--- config.mk ---
export PLATFORM = sky130hd
export DESIGN_NAME = async_4bit
export DESIGN_NICKNAME = d
export VERILOG_FILES = /design/src/rtl/async_4bit_pkg.sv /design/src/rtl/async_4bit_t_ff_stage.sv /design/src/rtl/async_4bit.sv
export SDC_FILE = /design/constraint.sdc
export NUM_CORES = 1
export LEC_CHECK = 0
export CELL_PAD_IN_SITES_DETAIL_PLACEMENT = 1
export CELL_PAD_IN_SITES_GLOBAL_PLACEMENT = 1
export CORE_AREA = 5 5 42 44
export CTS_BUF_LIST = sky130_fd_sc_hd__clkbuf_2 sky130_fd_sc_hd__clkbuf_4 sky130_fd_sc_hd__clkbuf_8
export DETAILED_ROUTE_END_ITERATION = 7
export DIE_AREA = 0 0 47 49
export PLACE_DENSITY = 0.55
export SYNTH_ARGS = -nofsm -noshare
export SYNTH_HDL_FRONTEND = slang
export SYNTH_HIERARCHICAL = 1
export SYNTH_SLANG_ARGS = --single-unit
--- constraint.sdc ---
create_clock -name clk -period 2 [get_ports clk]
set_clock_uncertainty 0.1 [all_clocks]
set_input_delay 0.4 -clock clk [delete_from_list [all_inputs] [get_ports clk]]
set_output_delay 0.4 -clock clk [all_outputs]
set_load 0.02 [all_outputs]
--- src/rtl/async_4bit_pkg.sv ---
// async_4bit_pkg: shared width, count type and default reset value for the 4-bit counter
package async_4bit_pkg;
    localparam int CNT_W = 4;
    typedef logic [CNT_W-1:0] cnt_t;
    localparam cnt_t DEFAULT_RESET_VALUE = 4'h0;
endpackage

--- src/rtl/async_4bit_t_ff_stage.sv ---
// t_ff_stage: one toggle stage of the counter; carry_en enables the next stage on its 1->0 edge
module t_ff_stage (
    input  logic clk,
    input  logic rst_n,
    input  logic rst_val,
    input  logic t_en,
    output logic q,
    output logic carry_en
);
    always_ff @(posedge clk)
        if (!rst_n) q <= rst_val;
        else if (t_en) q <= ~q;
    assign carry_en = t_en & q;
endmodule

--- src/rtl/async_4bit.sv ---
// async_4bit: single-clock ripple-order 4-bit up-counter; ASYNC4_TC_EN adds the terminal-count output TC
module async_4bit
    import async_4bit_pkg::*;
#(
    parameter cnt_t RESET_VALUE = DEFAULT_RESET_VALUE
) (
    input  logic clk,
    input  logic rst_n,
    input  logic T,
    output logic Q0,
    output logic Q1,
    output logic Q2,
    output logic Q3
`ifdef ASYNC4_TC_EN
    ,
    output logic TC
`endif
);
    logic [CNT_W:0]   en;
    logic [CNT_W-1:0] q;
    assign en[0] = T;
    genvar i;
    generate
        for (i = 0; i < CNT_W; i++) begin : g_stage
            t_ff_stage u_stage (
                .clk      (clk),
                .rst_n    (rst_n),
                .rst_val  (RESET_VALUE[i]),
                .t_en     (en[i]),
                .q        (q[i]),
                .carry_en (en[i+1])
            );
        end
    endgenerate
    assign Q0 = q[0];
    assign Q1 = q[1];
    assign Q2 = q[2];
    assign Q3 = q[3];
`ifdef ASYNC4_TC_EN
    // the final carry is exactly (Q == 4'hF) && T
    assign TC = en[CNT_W];
`else
    logic tc_unused;
    assign tc_unused = en[CNT_W];
`endif
endmodule

Yosys cells after proc, flatten, opt, wreduce, memory -nomap -nowiden
Index checks and enable logic that the tools add are counted.
{"block": "word_totals", "reg_bits": 4, "input_bits": 3, "out_inout_bits": 4, "wordCells": 11}
{"block": "classes", "bitwise": 7}
{"op": "$not 1->1", "n": 4}
{"op": "$and 1x1->1", "n": 3}

Depth between registers and ports, before layout
{"block": "logic_depth", "ltp_word": 3, "mapped_depth": 4, "mapped_depth_nobuf": 4}

By module
Netlist, hierarchy kept.
{"mod": "t_ff_stage", "seq_area_each_um2": 30.0, "area_per_inst_um2": 56.3, "cells_each": 5, "instances": 4}
{"mod": "async_4bit", "seq_area_each_um2": 0.0, "area_per_inst_um2": 3.8, "cells_each": 1, "instances": 1}

Worst setup path before layout
OpenSTA, ideal clock, no wires.
{"block": "synth_timing", "path_type": "reg-to-reg", "from": "register g_stage[0].u_stage.q", "to": "register g_stage[3].u_stage.q (enable)", "n_path_buf": 0, "slack_ps": 574, "required_time_ps": 1655, "arrival_ps": 1081, "synth_period_minus_slack_ps": 1426, "stages_incl_launch_ff": 5, "setup_time_ps": 245, "cell_sequence": "edfxtp_1 and2_1 and2_1 and2_1 nand2b_1"}
{"block": "synth_between", "elab_chain_cells": 3}
{"item": "start, declared", "line_no": "async_4bit_t_ff_stage.sv:7", "rtl": "output logic q,"}
{"item": "start signal, assigned", "line_no": "async_4bit_t_ff_stage.sv:11", "rtl": "if (!rst_n) q <= rst_val;"}
{"item": "start signal, assigned", "line_no": "async_4bit_t_ff_stage.sv:12", "rtl": "else if (t_en) q <= ~q;"}
{"item": "$and 1x1->1", "line_no": "async_4bit_t_ff_stage.sv:13", "rtl": "assign carry_en = t_en & q;"}
{"item": "via en[1]", "line_no": "async_4bit.sv:19", "rtl": "logic [CNT_W:0] en;"}
{"item": "$and 1x1->1", "line_no": "async_4bit_t_ff_stage.sv:13"}
{"item": "via en[2]", "line_no": "async_4bit.sv:19"}
{"item": "$and 1x1->1", "line_no": "async_4bit_t_ff_stage.sv:13"}
{"item": "via en[3]", "line_no": "async_4bit.sv:19"}
{"item": "end signal, assigned", "line_no": "async_4bit_t_ff_stage.sv:11"}
{"item": "end signal, assigned", "line_no": "async_4bit_t_ff_stage.sv:12"}
{"item": "end, declared", "line_no": "async_4bit_t_ff_stage.sv:7"}
The timed path passes the listed nets, and every way through them passes these cells.
A chain may end at the register's enable or synchronous reset.

Final worst setup path
{"block": "layout_timing", "from": "register g_stage[0].u_stage.q", "to": "output Q0"}
{"item": "end, declared", "line_no": "async_4bit.sv:10", "rtl": "output logic Q0,"}
No word-level cell between the ends.

==> flow_summary.toml <==
[clocking]
hold_buffers = 0
cts_max_level = 1
cts-root-buf = "clkbuf_4"
cts.repair.resized = 0
post_cts_buffers = 0
cts_tree = "built"
insertion_delay_ps = 230
path_clk_slew_ps = 40
cts_buffer_depth = 2
clock-sinks = 4
cts_made_buffers = 3

[pwr]
p_per_area_nw_per_um2 = 772
ir_drop_uv = 157
p_leak_nw = 0.134

[logic_synthesis]
synth_cells = 20
syn-cell-area_um2 = 223
yosysWarnings = 6
avgSynthCellArea_um2 = 11.1

[grt]
grt_max_degree = 9
grt.overflow.total = 0
grt_antenna_before_repair = 0
grtUsageTotal = 0.0473
grt_pass1_wl_um = 731
grt_pass1_vias = 182

[sta]
setup_viol = 0
min_period_ps = 1720
fin_setup_tns_ps = 0
hold_viol = 0
final.period_utilization = 0.858
final-max-slew-violation-count = 0
whs_ps = 480
max_clock_freq_mhz = 583
rsz0062_at_grt = "false"

[cells_and_area]
drive_gt1_frac = 0.0938
antenna_cells = 0
nets = 37
largest_reg_flops = 4
top_register = "g_stage.u_stage/q"
largest_registers = "g_stage.u_stage/q x4"
area_growth_pct = 51.1
layout_commonest_cell = "clkdlybuf4s50_1"

[detailed_routing]
vias = 170
drtIter0Drc = 1
wire_per_inst_um = 9.08
ant_nets = 0
route.detailed.drc = 0
routed_via_density = 3.54
first_pass_iters = 2
drt_wl_total_um = 436

[floorplan]
die_height_um = 49
die_x_um = 47
io_pins = 7
core_area_um2 = 1400
placementRows = 14
dieArea_um2 = 2300
start_util = 0.159

[worst_setup_path]
crit_type = "register to output pin"
path_buf_inv = 1
crit_required_ps = 1500
cp-end-kind = "output pin"
path_cells = "clkdlybuf4s50_1"
path_max_fanout = 3
critPathArrivalTime_ps = 1220
cp_slowest_stage_delay_ps = 620
crit_path_top_delay_cell = "clkdlybuf4s50_1"
critical_path.top_delay_family = "buffers and inverters"
start_kind = "register"

[min_path]
hold_path_class = "register to register"

[placed_design]
gp_congestion = 0.639
hpwl_um = 346
numPortBuffers = 6

[run_status]
run_status = "complete, no violations"

[flow_run]
cap_violations = 0
[worst paths after layout]
kind,startpoint,to,slack [ps],cells past startpoint
setup / recovery,g_stage[0].u_stage/q$_DFFE_PP_,Q0,280,1
hold / removal,g_stage[3].u_stage/q$_DFFE_PP_,g_stage[3].u_stage/q$_DFFE_PP_,480,1
setup reg to reg,g_stage[0].u_stage/q$_DFFE_PP_,g_stage[3].u_stage/q$_DFFE_PP_,650,4
hold reg to reg,g_stage[3].u_stage/q$_DFFE_PP_,g_stage[3].u_stage/q$_DFFE_PP_,480,1
[power breakdown]
group / internal (mW) / switching (mW)
clock: 0.0673 / 0.0350
combinational: 0.0254 / 0.0232
sequential: 0.104 / 0.00506
[per-stage QoR]
| step | util | instance area [µm²] | setup slack [ps] | std cells | power [mW] |
|---|---|---|---|---|---|
| CTS | 0.240 | 337 | 263 | 48 | 0.270 |
| global placement | 0.224 | 314 | 250 | 45 | 0.157 |
| floorplan | - | 234 | 585 | 23 | 0.134 |
| global route | 0.240 | 337 | 240 | 48 | 0.276 |
| finish | 0.240 | 337 | 284 | 48 | 0.260 |
| detailed placement | 0.224 | 314 | 233 | 45 | 0.159 |
[layer usage]
metal  up-vias  routed length, µm  global-route usage
met3         0                 58              0.0295
met4         0                  0              0.0553
met5         -                  0                   0
met1        79                188              0.0487
met2         7                189              0.0566
li1         84                  -                   -
[layout make-up]
type / count / area, µm²
Tap cell: 16 / 20.0
Timing Repair Buffer: 6 / 60.1
Fill cell: 177 / 1060
Multi-Input combinational cell: 15 / 98.8
Clock buffer: 3 / 22.5
Inverter: 4 / 15.0
Sequential cell: 4 / 120
No activity file was read; power rests on OpenSTA's default activity.
